$ cat config.mk
export PLATFORM = sky130hd
export DESIGN_NAME = dma_axi_addr_if
export DESIGN_NICKNAME = d
export VERILOG_FILES = /design/src/rtl/dma_utils_pkg.sv /design/src/rtl/dma_fifo.sv /design/src/rtl/dma_axi_addr_if.sv
export SDC_FILE = /design/constraint.sdc
export NUM_CORES = 1
export LEC_CHECK = 0
export CAP_MARGIN = 0
export CORE_UTILIZATION = 47
export DETAILED_ROUTE_END_ITERATION = 8
export PLACE_DENSITY = 0.8
export SLEW_MARGIN = 20
export SYNTH_ARGS = -nofsm -noshare
export SYNTH_HDL_FRONTEND = slang
export SYNTH_SLANG_ARGS = --single-unit
$ cat constraint.sdc
create_clock -name clk -period 3 [get_ports clk]
set_input_delay 0.45 -clock clk [delete_from_list [all_inputs] [get_ports clk]]
set_output_delay 0.45 -clock clk [all_outputs]
set_load 0.01 [all_outputs]
$ cat src/rtl/dma_utils_pkg.sv
// Shared DMA types: streamer request/response, AXI field types and the
// mode-to-burst mapping used by the AXI address-channel responders.
package dma_utils_pkg;

   localparam int DMA_ADDR_WIDTH = 32;
   localparam int DMA_DATA_WIDTH = 32;

   typedef logic [DMA_ADDR_WIDTH-1:0]   axi_addr_t;
   typedef logic [7:0]                  axi_alen_t;
   typedef logic [2:0]                  axi_size_t;
   typedef logic [DMA_DATA_WIDTH/8-1:0] axi_wr_strb_t;

   typedef enum logic {
      DMA_MODE_FIXED = 1'b0,
      DMA_MODE_INCR  = 1'b1
   } dma_mode_t;

   typedef enum logic [1:0] {
      AXI_BURST_FIXED = 2'b00,
      AXI_BURST_INCR  = 2'b01,
      AXI_BURST_WRAP  = 2'b10
   } axi_burst_t;

   typedef struct packed {
      logic         valid;
      axi_addr_t    addr;
      axi_alen_t    alen;
      axi_size_t    size;
      axi_wr_strb_t strb;
      dma_mode_t    mode;
   } s_dma_axi_req_t;

   typedef struct packed {
      logic ready;
   } s_dma_axi_resp_t;

   // Per-burst descriptor handed to the data mover.
   typedef struct packed {
      axi_alen_t    alen;
      axi_wr_strb_t strb;
   } s_dma_dp_desc_t;

   function automatic axi_burst_t dma_mode_to_burst(input dma_mode_t mode);
      return (mode == DMA_MODE_INCR) ? AXI_BURST_INCR : AXI_BURST_FIXED;
   endfunction

endpackage

$ cat src/rtl/dma_fifo.sv
// Parameterised synchronous FIFO, first-word fall-through, DEPTH a power of 2.
// Push when full is accepted only alongside a pop; pop when empty is ignored.
module dma_fifo #(
   parameter int WIDTH = 8,
   parameter int DEPTH = 4
) (
   input  logic             clk,
   input  logic             rst,
   input  logic             push,
   input  logic [WIDTH-1:0] wr_data,
   input  logic             pop,
   output logic [WIDTH-1:0] rd_data,
   output logic             full,
   output logic             empty
);

   localparam int AW = $clog2(DEPTH);

   logic [WIDTH-1:0] mem [DEPTH];
   logic [AW:0]      wr_ptr;
   logic [AW:0]      rd_ptr;
   logic             push_en;
   logic             pop_en;

   // Extra pointer MSB distinguishes full from empty when the indices match.
   assign empty   = (wr_ptr == rd_ptr);
   assign full    = (wr_ptr[AW] != rd_ptr[AW]) && (wr_ptr[AW-1:0] == rd_ptr[AW-1:0]);
   assign pop_en  = pop & ~empty;
   assign push_en = push & (~full | pop_en);
   assign rd_data = mem[rd_ptr[AW-1:0]];

   // NOTE: registers use <= so every flop samples pre-edge values regardless of block order.
   always_ff @(posedge clk) begin
      if (rst) begin
         wr_ptr <= '0;
         rd_ptr <= '0;
      end else begin
         if (push_en) wr_ptr <= wr_ptr + 1'b1;
         if (pop_en)  rd_ptr <= rd_ptr + 1'b1;
      end
   end

   // NOTE: storage is not reset; pointers alone define validity, keeping it a plain RAM.
   always_ff @(posedge clk) begin
      if (push_en) mem[wr_ptr[AW-1:0]] <= wr_data;
   end

endmodule

$ cat src/rtl/dma_axi_addr_if.sv
// Streamer-to-AXI address channel responder (AR or AW): issues bursts, bounds
// outstanding transactions and queues {alen, strb} descriptors for the data mover.
module dma_axi_addr_if
   import dma_utils_pkg::*;
#(
   parameter int STREAM_TYPE     = 0,
   parameter int MAX_OUTSTANDING = 4
) (
   input  logic                      clk,
   input  logic                      rst,
   input  s_dma_axi_req_t            dma_axi_req_i,
   output s_dma_axi_resp_t           dma_axi_resp_o,
   output logic [DMA_ADDR_WIDTH-1:0] ax_addr_o,
   output logic [7:0]                ax_len_o,
   output logic [2:0]                ax_size_o,
   output logic [1:0]                ax_burst_o,
   output logic                      ax_valid_o,
   input  logic                      ax_ready_i,
   input  logic                      txn_done_i,
   input  logic                      txn_err_i,
   output logic                      dp_valid_o,
   output logic [7:0]                dp_alen_o,
   output axi_wr_strb_t              dp_strb_o,
   input  logic                      dp_ready_i,
   input  logic                      err_clr_i,
   output logic                      err_o,
   output logic                      idle_o
);

   localparam int CW = $clog2(MAX_OUTSTANDING) + 1;

   if (STREAM_TYPE < 0 || STREAM_TYPE > 1 || MAX_OUTSTANDING < 2 || MAX_OUTSTANDING > 16 ||
       (MAX_OUTSTANDING & (MAX_OUTSTANDING - 1)) != 0) begin : g_bad_param
      $error("dma_axi_addr_if: illegal STREAM_TYPE or MAX_OUTSTANDING");
   end

   logic           ready;
   logic           accept;
   logic           done_ok;
   logic           underflow;
   logic           err_set;
   logic [CW-1:0]  os_cnt;
   logic [CW-1:0]  os_cnt_nxt;
   axi_burst_t     ax_burst_q;
   s_dma_dp_desc_t push_desc;
   s_dma_dp_desc_t head_desc;
   logic           fifo_full;
   logic           fifo_empty;

   assign ready                = (~ax_valid_o | ax_ready_i) & (os_cnt < CW'(MAX_OUTSTANDING));
   assign dma_axi_resp_o.ready = ready;
   assign accept               = dma_axi_req_i.valid & ready;
   assign done_ok              = txn_done_i & (os_cnt != '0);
   assign underflow            = txn_done_i & (os_cnt == '0);
   assign err_set              = (txn_done_i & txn_err_i) | underflow;

   // Address register: payload held stable until the slave takes it.
   always_ff @(posedge clk) begin
      if (rst) begin
         ax_valid_o <= 1'b0;
         ax_addr_o  <= '0;
         ax_len_o   <= '0;
         ax_size_o  <= '0;
         ax_burst_q <= AXI_BURST_FIXED;
      end else if (accept) begin
         ax_valid_o <= 1'b1;
         ax_addr_o  <= dma_axi_req_i.addr;
         ax_len_o   <= dma_axi_req_i.alen;
         ax_size_o  <= dma_axi_req_i.size;
         ax_burst_q <= dma_mode_to_burst(dma_axi_req_i.mode);
      end else if (ax_ready_i) begin
         ax_valid_o <= 1'b0;
      end
   end

   assign ax_burst_o = ax_burst_q;

   // NOTE: the default assignment first keeps this block purely combinational (no latch).
   always_comb begin
      os_cnt_nxt = os_cnt;
      case ({accept, done_ok})
         2'b10:   os_cnt_nxt = os_cnt + CW'(1);
         2'b01:   os_cnt_nxt = os_cnt - CW'(1);
         default: os_cnt_nxt = os_cnt;
      endcase
   end

   always_ff @(posedge clk) begin
      if (rst) begin
         os_cnt <= '0;
         err_o  <= 1'b0;
      end else begin
         os_cnt <= os_cnt_nxt;
         if (err_set)        err_o <= 1'b1;
         else if (err_clr_i) err_o <= 1'b0;
      end
   end

   assign push_desc.alen = dma_axi_req_i.alen;
   assign push_desc.strb = dma_axi_req_i.strb;

   dma_fifo #(
      .WIDTH ($bits(s_dma_dp_desc_t)),
      .DEPTH (MAX_OUTSTANDING)
   ) u_desc_fifo (
      .clk     (clk),
      .rst     (rst),
      .push    (accept),
      .wr_data (push_desc),
      .pop     (dp_ready_i),
      .rd_data (head_desc),
      .full    (fifo_full),
      .empty   (fifo_empty)
   );

   assign dp_valid_o = ~fifo_empty;
   assign dp_alen_o  = head_desc.alen;
   assign dp_strb_o  = head_desc.strb;
   assign idle_o     = ~ax_valid_o & (os_cnt == '0) & fifo_empty;

   // The outstanding limit must keep the descriptor queue from overflowing.
   a_no_fifo_overflow: assert property (@(posedge clk) disable iff (rst)
      !(accept && fifo_full && !dp_ready_i));

endmodule

==> Yosys cells after proc, flatten, opt, wreduce, memory -nomap -nowiden <==
Memory sizes are Yosys's and may differ from the RTL's. A register that Yosys moved wholly into a read port is not among the register bits.
Index checks and enable logic that the tools add are counted.
{ "word_totals": {"reg_bits": 56, "ramBits": 48, "out_inout_bits": 62, "word_cells": 51, "mem_count": 1} }
{ "op_classes": {"n_addsub": 4, "magnitude_cmp": 1, "n_eq_ne": 5, "mux": 10, "n_bitwise": 15, "reduce_logical": 6} }
{ "mem_list": {"columns": ["memory", "depth", "word_bits", "rd", "rd_ports_with_merged_regs", "write_ports", "line", "source"], "rows": [
  ["u_desc_fifo.mem", 4, 12, 1, 1, 1, "dma_fifo.sv:19", "logic [WIDTH-1:0] mem [DEPTH];"]
]} }
{ "op_table": {"columns": ["op", "count"], "rows": [
  ["adder 3 x 1 -> 3 bit, second input constant", 3],
  ["bitwise AND 1 bit", 9],
  ["two-way mux 1 bit", 7],
  ["one-hot mux 3 bit (2 select lines)", 1],
  ["nonzero test 2 bit", 3],
  ["two-way mux 2 bit", 2],
  ["equality test 3 bit", 1],
  ["zero test 3 bit", 1],
  ["< comparator 3 bit, second input constant", 1],
  ["NOT 1 bit", 3],
  ["bitwise OR 1 bit", 3],
  ["nonzero test 3 bit", 1],
  ["subtractor 3 x 1 -> 3 bit, second input constant", 1],
  ["equality test 2 x 1 -> 1 bit, second input constant", 1],
  ["equality test 2 bit", 1],
  ["equality test 2 bit, second input constant", 1],
  ["logical AND 1 bit", 1],
  ["!= test 1 bit", 1]
]} }

==> Depth between registers and ports, before layout <==
Gate-level depths: netlist of run 1.
{ "logic_depth": {"word_depth": 7, "ltp_mapped": 11, "mapped_depth_nobuf": 9} }

==> Cells and area by module <==
A second synthesis of run 1 with hierarchy kept.
{ "hier_totals": {"hier_cells": 362, "hier_area_um2": 4450.5} }
{ "modules_own_cells": {"columns": ["mod", "instances", "cells_per_inst", "area_per_inst_um2"], "rows": [
  ["dma_fifo", 1, 117, 2269.7],
  ["dma_axi_addr_if", 1, 245, 2180.8]
]} }

==> Worst setup path after synthesis of run 1 <==
Ideal clock, no wire load.
{ "synth_timing": {"kind": "input to register", "startpoint": "input ax_ready_i", "endpoint": "register os_cnt[2]", "arrival_time_ns": 2.322, "t_required_ns": 2.930, "slack_ns": 0.608, "path_stages": 11, "n_path_buf": 2, "cell_sequence": "nor2b_1 > nor3b_4 > inv_2 > buf_4 > buf_2 > ha_1 > inv_1 > fa_1 > xor2_1 > or3_1 > a21oi_1"} }
{ "synth_via": {"elab_chain_len": 5} }
{ "synth_lines": {"columns": ["item", "line", "source"], "rows": [
  ["from (decl)", "dma_axi_addr_if.sv:18", "input logic ax_ready_i,"],
  ["bitwise OR 1 bit (*)", "dma_axi_addr_if.sv:50", "assign ready = (~ax_valid_o | ax_ready_i) & (os_cnt < CW'(MAX_OUTSTANDING));"],
  ["bitwise AND 1 bit (*)", "dma_axi_addr_if.sv:50", null],
  ["bitwise AND 1 bit (*)", "dma_axi_addr_if.sv:52", "assign accept = dma_axi_req_i.valid & ready;"],
  ["equality test 2 x 1 -> 1 bit / equality test 2 bit (equally long branches)", "dma_axi_addr_if.sv:81", "case ({accept, done_ok})"],
  ["one-hot mux 3 bit (2 select lines) / nonzero test 2 bit (equally long branches)", null, null],
  ["to (signal assigned)", "dma_axi_addr_if.sv:93", "os_cnt <= os_cnt_nxt;"],
  ["to (decl)", "dma_axi_addr_if.sv:42", "logic [CW-1:0] os_cnt;"]
]} }
Every way passes the cells marked *; elsewhere a longest branch is shown, timed or not.
A chain may end at the register's enable or synchronous reset.

==> Worst setup path after layout of run 1 <==
{ "layout_timing": {"startpoint": "register u_desc_fifo.wr_ptr[1]", "endpoint": "output idle_o"} }
{ "layout_via": {"elab_chain_len": 2} }
{ "layout_lines": {"columns": ["item", "line", "source"], "rows": [
  ["from (decl)", "dma_fifo.sv:20", "logic [AW:0] wr_ptr;"],
  ["from (signal assigned)", "dma_fifo.sv:38", "if (push_en) wr_ptr <= wr_ptr + 1'b1;"],
  ["equality test 3 bit", "dma_fifo.sv:26", "assign empty = (wr_ptr == rd_ptr);"],
  ["bitwise AND 1 bit", "dma_axi_addr_if.sv:119", "assign idle_o = ~ax_valid_o & (os_cnt == '0) & fifo_empty;"],
  ["to (decl)", "dma_axi_addr_if.sv:27", "output logic idle_o"]
]} }
No other way between the ends.

==> results.sh, run 1 <==
export IMPL_critical_path_class="reg2out"
export IMPL_synth_seq_cells=105
export IMPL_htreeDepth=3
export IMPL_fin_nets=511
export IMPL_critPathMaxFanout=5
export IMPL_placed_cell_area_um2=5210
export IMPL_max_freq_mhz=390
export IMPL_drive_above_1_share=0.0905
export IMPL_core_area_um2=8180
export IMPL_final_common_cell="clkdlybuf4s50_1"
export IMPL_clk_path_buf_depth=2
export IMPL_ys_seq_area_frac=0.655
export IMPL_cts_num_sinks=105
export IMPL_fin_cells=558
export IMPL_clk_latency_ns=0.35
export IMPL_yosysTopAreaCellShare=0.365
export IMPL_yosysTopAreaCell="edfxtp_1"
export IMPL_synth_warnings=0
export IMPL_grt_pass1_vias=2759
export IMPL_p_leak_nw=1.92
export IMPL_gp_congestion=0.725
export IMPL_syn_avg_cell_area_um2=11.9
export IMPL_dp_hpwl_um=5860
export IMPL_fin_crit_ns=2.56
export IMPL_initial_utilization=0.483
export IMPL_io_buffers=116
export IMPL_row_count=33
export IMPL_cts_tree="done"
export IMPL_maxCapViolCount=0
export IMPL_cts_buffers=9
export IMPL_n_fill_cell=623
export IMPL_power_mw=3.87
export IMPL_finalSetupViolCount=0
export IMPL_critPathArrivalTime_ns=2.11
export IMPL_die_h_um=93.6
export IMPL_crit_family="simple AND/OR/NAND/NOR gates"
export IMPL_postRouteAntennaNets=0
export IMPL_slowest_delay_ns=0.56
export IMPL_max_slew_worst_pin_slew_ns=0.696
export IMPL_viasPerCell=5.13
export IMPL_num_vias=2863
export IMPL_grt_pass1_wl_um=13300
export IMPL_hold_path_class="reg2reg"
export IMPL_postCtsHoldBufs=0
export IMPL_rsz0062_at_grt="no"
export IMPL_grt_max_degree=45
export IMPL_antenna_found_initial=0
export IMPL_cp_start_kind="flip-flop"
export IMPL_dieArea_um2=8760
export IMPL_dr_pass1_iters=4
export IMPL_hold_slack_ns=0.460
export IMPL_final_cell_mix="115 x clkdlybuf4s50_1, 89 x nand2_1, 57 x dfxtp_1"
export IMPL_ir_worst_vdd_uv=277
export IMPL_post_cts_resized=0
export IMPL_syn2layout_area_growth_pct=37.1
export IMPL_placed_cells=542
export IMPL_critical_path_slowest_cell="clkdlybuf4s50_1"
export IMPL_status="finished clean"
export IMPL_synth_area_leaders="edfxtp_1 37%, dfxtp_1 29%, nand2_1 8.5%"
export IMPL_syn_nets=394
export IMPL_post_drt_wl_per_cell_um=15.0
export IMPL_cts_setup_buffers=0
export IMPL_cp_cell_sequence="xor2_1 -> or3_1 -> nor3b_1 -> clkdlybuf4s50_1"
export IMPL_crit_required_ns=2.55
export IMPL_synth_distinct_cells=33
export IMPL_ios=118
export IMPL_track_usage=0.201
export IMPL_die_x_um=93.6
export IMPL_clk_pin_slew_ns=0.10
export IMPL_syn_cell_area_um2=3950
export IMPL_hold_violations=0
export IMPL_grt_overflow=0
export IMPL_wl_um=8370
export IMPL_setup_tns_ns=0
export IMPL_worstPathBufferInverterCount=1
export IMPL_finalInstanceArea_um2=5410
export IMPL_synth_cells=331
export IMPL_ctsRootBufferMaster="clkbuf_8"
export IMPL_slew_headroom=0.536
export IMPL_skew_ns=0.00972
export IMPL_fin_crit_sh=0.855
export IMPL_remaining_drc_errors=0
export IMPL_end_kind="primary output"
export IMPL_slew_viol_final=0
export IMPL_num_antenna_cells=0
export IMPL_drt_initial_drc_count=75
export IMPL_pwr_density_cell_nw_per_um2=716
[stage by stage]
step            util  setup slack (ns)
2_1_floorplan      -             0.608
3_3_place_gp   0.637             0.446
3_5_place_dp   0.637             0.395
4_1_cts        0.661             0.396
5_1_grt        0.661             0.310
6_report       0.661             0.436
[Yosys cell counts, drive strengths merged]
library cell  count
a21oi            49
xnor2             1
nor4              1
nor2             11
inv               6
nand2b            4
nor3              1
fa                1
mux4             12
clkbuf            9
o21ai             2
mux2              2
nor3b             3
nor2b             3
o31ai             1
mux2i             1
and2              3
xor2              7
nand3             1
or3               2
dfxtp            57
o311ai            1
conb              1
edfxtp           48
buf               9
ha                6
nand2            89
[sequential cells by signal, indices dropped and copies added, names as in the netlist, named ones only]
| name | count |
|---|---|
| ax_burst_o | 1 |
| ax_len_o | 8 |
| ax_valid_o | 1 |
| os_cnt | 3 |
| ax_addr_o | 32 |
| ax_size_o | 3 |
| u_desc_fifo.mem | 48 |
| u_desc_fifo.wr_ptr | 3 |
| u_desc_fifo.rd_ptr | 3 |
| err_o | 1 |
[power by group]
part	internal (mW)	total, mW	switching (mW)
Clock	0.364	0.841	0.477
Sequential	1.69	1.79	0.103
Combinational	0.667	1.24	0.577
Total	2.72	3.87	1.16
[routing by layer]
layer	global-route usage	part of all wire	vias up
met5	0	0	-
met4	0.0756	0.013	0
met2	0.330	0.49	110
met3	0.0569	0.083	12
li1	-	-	1363
met1	0.253	0.41	1378
[layout make-up]
type | count | area, µm² | share of cell area
well taps | 105 | 131 | 0.0243
clock inverters | 5 | 45.0 | 0.00833
multi-input cells | 202 | 1260 | 0.233
repair buffers | 124 | 1220 | 0.225
clock buffers | 11 | 153 | 0.0282
inverters | 6 | 22.5 | 0.00416
flip-flops and latches | 105 | 2580 | 0.478
[path summary, 6_finish.rpt]
kind | startpoint | endpoint | slack, ns | depth (start not counted)
worst max-delay path | u_desc_fifo.wr_ptr[1]$_SDFFE_PP0N_ | idle_o | 0.44 | 4
worst min-delay path | ax_addr_o[21]$_SDFFE_PP0P_ | ax_addr_o[21]$_SDFFE_PP0P_ | 0.46 | 2
worst max register to register | ax_valid_o$_SDFFE_PP0P_ | os_cnt[2]$_SDFFE_PP0P_ | 0.87 | 9
worst min register to register | ax_addr_o[21]$_SDFFE_PP0P_ | ax_addr_o[21]$_SDFFE_PP0P_ | 0.46 | 2
[cells by family after synthesis]
kind of cell | Yosys count | synth area share
AO/OA/AOI/OAI | 53 | 0.0688
XOR/XNOR | 8 | 0.0178
adder cells (fa/ha/maj) | 7 | 0.0241
buffers and inverters | 24 | 0.0266
flip-flops | 105 | 0.655
multiplexers | 15 | 0.0768
other | 1 | 0.000951
AND/OR/NAND/NOR | 118 | 0.130
[tightest hold or removal path: stages (launching register included)]
cell and delay [ns]:
dfxtp_1 0.32, nand2_1 0.05, a21oi_1 0.05
Note: power is estimated with default switching activity, not from simulation.
==> inputs of run 2 (changes only) <==
- CORE_MARGIN: not set -> 5
- GPL_TIMING_DRIVEN: not set -> 0
==> results.sh, run 2 (synthesis results as in run 1) <==
export IMPL_status="finished clean"
export IMPL_fin_crit_ns=2.84
export IMPL_critPathMaxFanout=10
export IMPL_cts_setup_buffers=0
export IMPL_post_drt_wl_per_cell_um=16.1
export IMPL_num_antenna_cells=0
export IMPL_io_buffers=116
export IMPL_viasPerCell=5.02
export IMPL_largest_reg_flops=48
export IMPL_power_mw=3.86
export IMPL_slew_viol_final=0
export IMPL_hold_end="ax_addr_o[17]$_SDFFE_PP0P_"
export IMPL_skew_ns=0.00916
export IMPL_hold_depth=2
export IMPL_grt_pass1_wl_um=14200
export IMPL_num_vias=2854
export IMPL_postCtsHoldBufs=0
export IMPL_clk_latency_ns=0.36
export IMPL_crit_required_ns=3.30
export IMPL_antenna_found_initial=0
export IMPL_dieArea_um2=10300
export IMPL_reg2reg_slack_ns=0.25
export IMPL_ctsRootBufferMaster="clkbuf_8"
export IMPL_timing_rr_end="os_cnt[2]$_SDFFE_PP0P_"
export IMPL_grt_pass1_vias=2943
export IMPL_setup_tns_ns=0
export IMPL_clk_path_buf_depth=2
export IMPL_fin_util=0.661
export IMPL_hold_path_class="reg2reg"
export IMPL_rr_worst_depth=11
export IMPL_ir_worst_vdd_uv=320
export IMPL_n_fill_cell=642
export IMPL_fin_nets=521
export IMPL_ios=118
export IMPL_timing_rr_start="ax_valid_o$_SDFFE_PP0P_"
export IMPL_cts_num_sinks=105
export IMPL_htreeDepth=3
export IMPL_critical_path_class="in2reg"
export IMPL_track_usage=0.182
export IMPL_crit_start="ax_ready_i"
export IMPL_row_count=33
export IMPL_cp_start_kind="primary input"
export IMPL_hp_start="ax_addr_o[17]$_SDFFE_PP0P_"
export IMPL_wl_um=9140
export IMPL_max_freq_mhz=353
export IMPL_fin_ws_ns=0.165
export IMPL_grt_max_degree=20
export IMPL_dp_hpwl_um=6700
export IMPL_pwr_density_cell_nw_per_um2=711
export IMPL_maxCapViolCount=0
export IMPL_p_leak_nw=1.93
export IMPL_critPathArrivalTime_ns=3.13
export IMPL_slowest_delay_ns=0.42
export IMPL_finalSetupViolCount=0
export IMPL_drive_above_1_share=0.0886
export IMPL_grt_overflow=0
export IMPL_cts_buffers=9
export IMPL_fin_crit_sh=0.945
export IMPL_hold_slack_ns=0.456
export IMPL_hold_violations=0
export IMPL_cp_cell_sequence="clkdlybuf4s50_1 -> nor2b_1 -> nor3b_4 -> inv_2 -> buf_4 -> buf_2 -> ha_1 -> inv_1 -> fa_1 -> xor2_1 -> or3_1 -> a21oi_1"
export IMPL_die_x_um=102
export IMPL_initial_utilization=0.480
export IMPL_gp_congestion=0.797
export IMPL_critical_path_slowest_cell="clkdlybuf4s50_1"
export IMPL_syn2layout_area_growth_pct=37.6
export IMPL_end_kind="flip-flop"
export IMPL_die_h_um=102
export IMPL_drt_initial_drc_count=115
export IMPL_final_common_cell="clkdlybuf4s50_1"
export IMPL_dr_pass1_iters=5
export IMPL_remaining_drc_errors=0
export IMPL_core_area_um2=8220
export IMPL_dpl_worst_slack_ns=-0.205
export IMPL_max_slew_worst_pin_slew_ns=0.763
export IMPL_cts_tree="done"
export IMPL_rsz0062_at_grt="no"
export IMPL_post_cts_resized=0
export IMPL_slew_headroom=0.491
export IMPL_postRouteAntennaNets=0
export IMPL_clk_pin_slew_ns=0.10
export IMPL_final_cell_mix="116 x clkdlybuf4s50_1, 89 x nand2_1, 57 x dfxtp_1"
==> run 2: worst max path at each step <==
| stage | end | slack, ns |
|---|---|---|
| finish | os_cnt[2]$_SDFFE_PP0P_ | 0.16 |
| global route | os_cnt[2]$_SDFFE_PP0P_ | 0.009 |
| CTS | os_cnt[2]$_SDFFE_PP0P_ | 0.17 |
| detailed placement | os_cnt[2]$_SDFFE_PP0P_ | -0.20 |
| global placement | os_cnt[2]$_SDFFE_PP0P_ | -0.13 |
| floorplan | os_cnt[2]$_SDFFE_PP0P_ | 0.61 |
==> run 2: stage by stage <==
stage | std cells | instance area, µm²
after floorplan | 331 | 3950
after global placement | 552 | 5240
after detailed placement | 552 | 5240
after CTS | 568 | 5430
after global routing | 568 | 5430
final | 568 | 5430
==> run 2: worst max-delay path, delay by kind of cell <==
| family | cells | cell delay (ns) |
|---|---|---|
| fa+ha+maj | 2 | 0.59 |
| compound gates | 1 | 0.15 |
| xor+xnor | 1 | 0.16 |
| buf+inv | 5 | 1.04 |
| simple gates | 3 | 0.74 |
==> run 2: area by class of cell <==
| type | count | area [µm²] | share of cell area |
|---|---|---|---|
| Multi-Input combinational cell | 202 | 1260 | 0.233 |
| Tap cell | 105 | 131 | 0.0242 |
| Timing Repair Buffer | 116 | 1160 | 0.214 |
| Clock inverter | 7 | 61.3 | 0.0113 |
| Clock buffer | 9 | 124 | 0.0228 |
| Inverter | 6 | 22.5 | 0.00415 |
| Sequential cell | 105 | 2580 | 0.476 |
| Buffer | 18 | 82.6 | 0.0152 |
==> run 2: layer usage <==
layer,wire (µm),track usage
met2,4350,0.296
met4,104,0.0573
met1,3730,0.221
met3,952,0.0751
met5,0,0
==> run 2: power breakdown <==
part	switching, mW	leakage [nW]	internal [mW]
clock network	0.501	0.0936	0.318
logic	0.587	0.929	0.663
registers	0.104	0.908	1.69
total	1.19	1.93	2.67
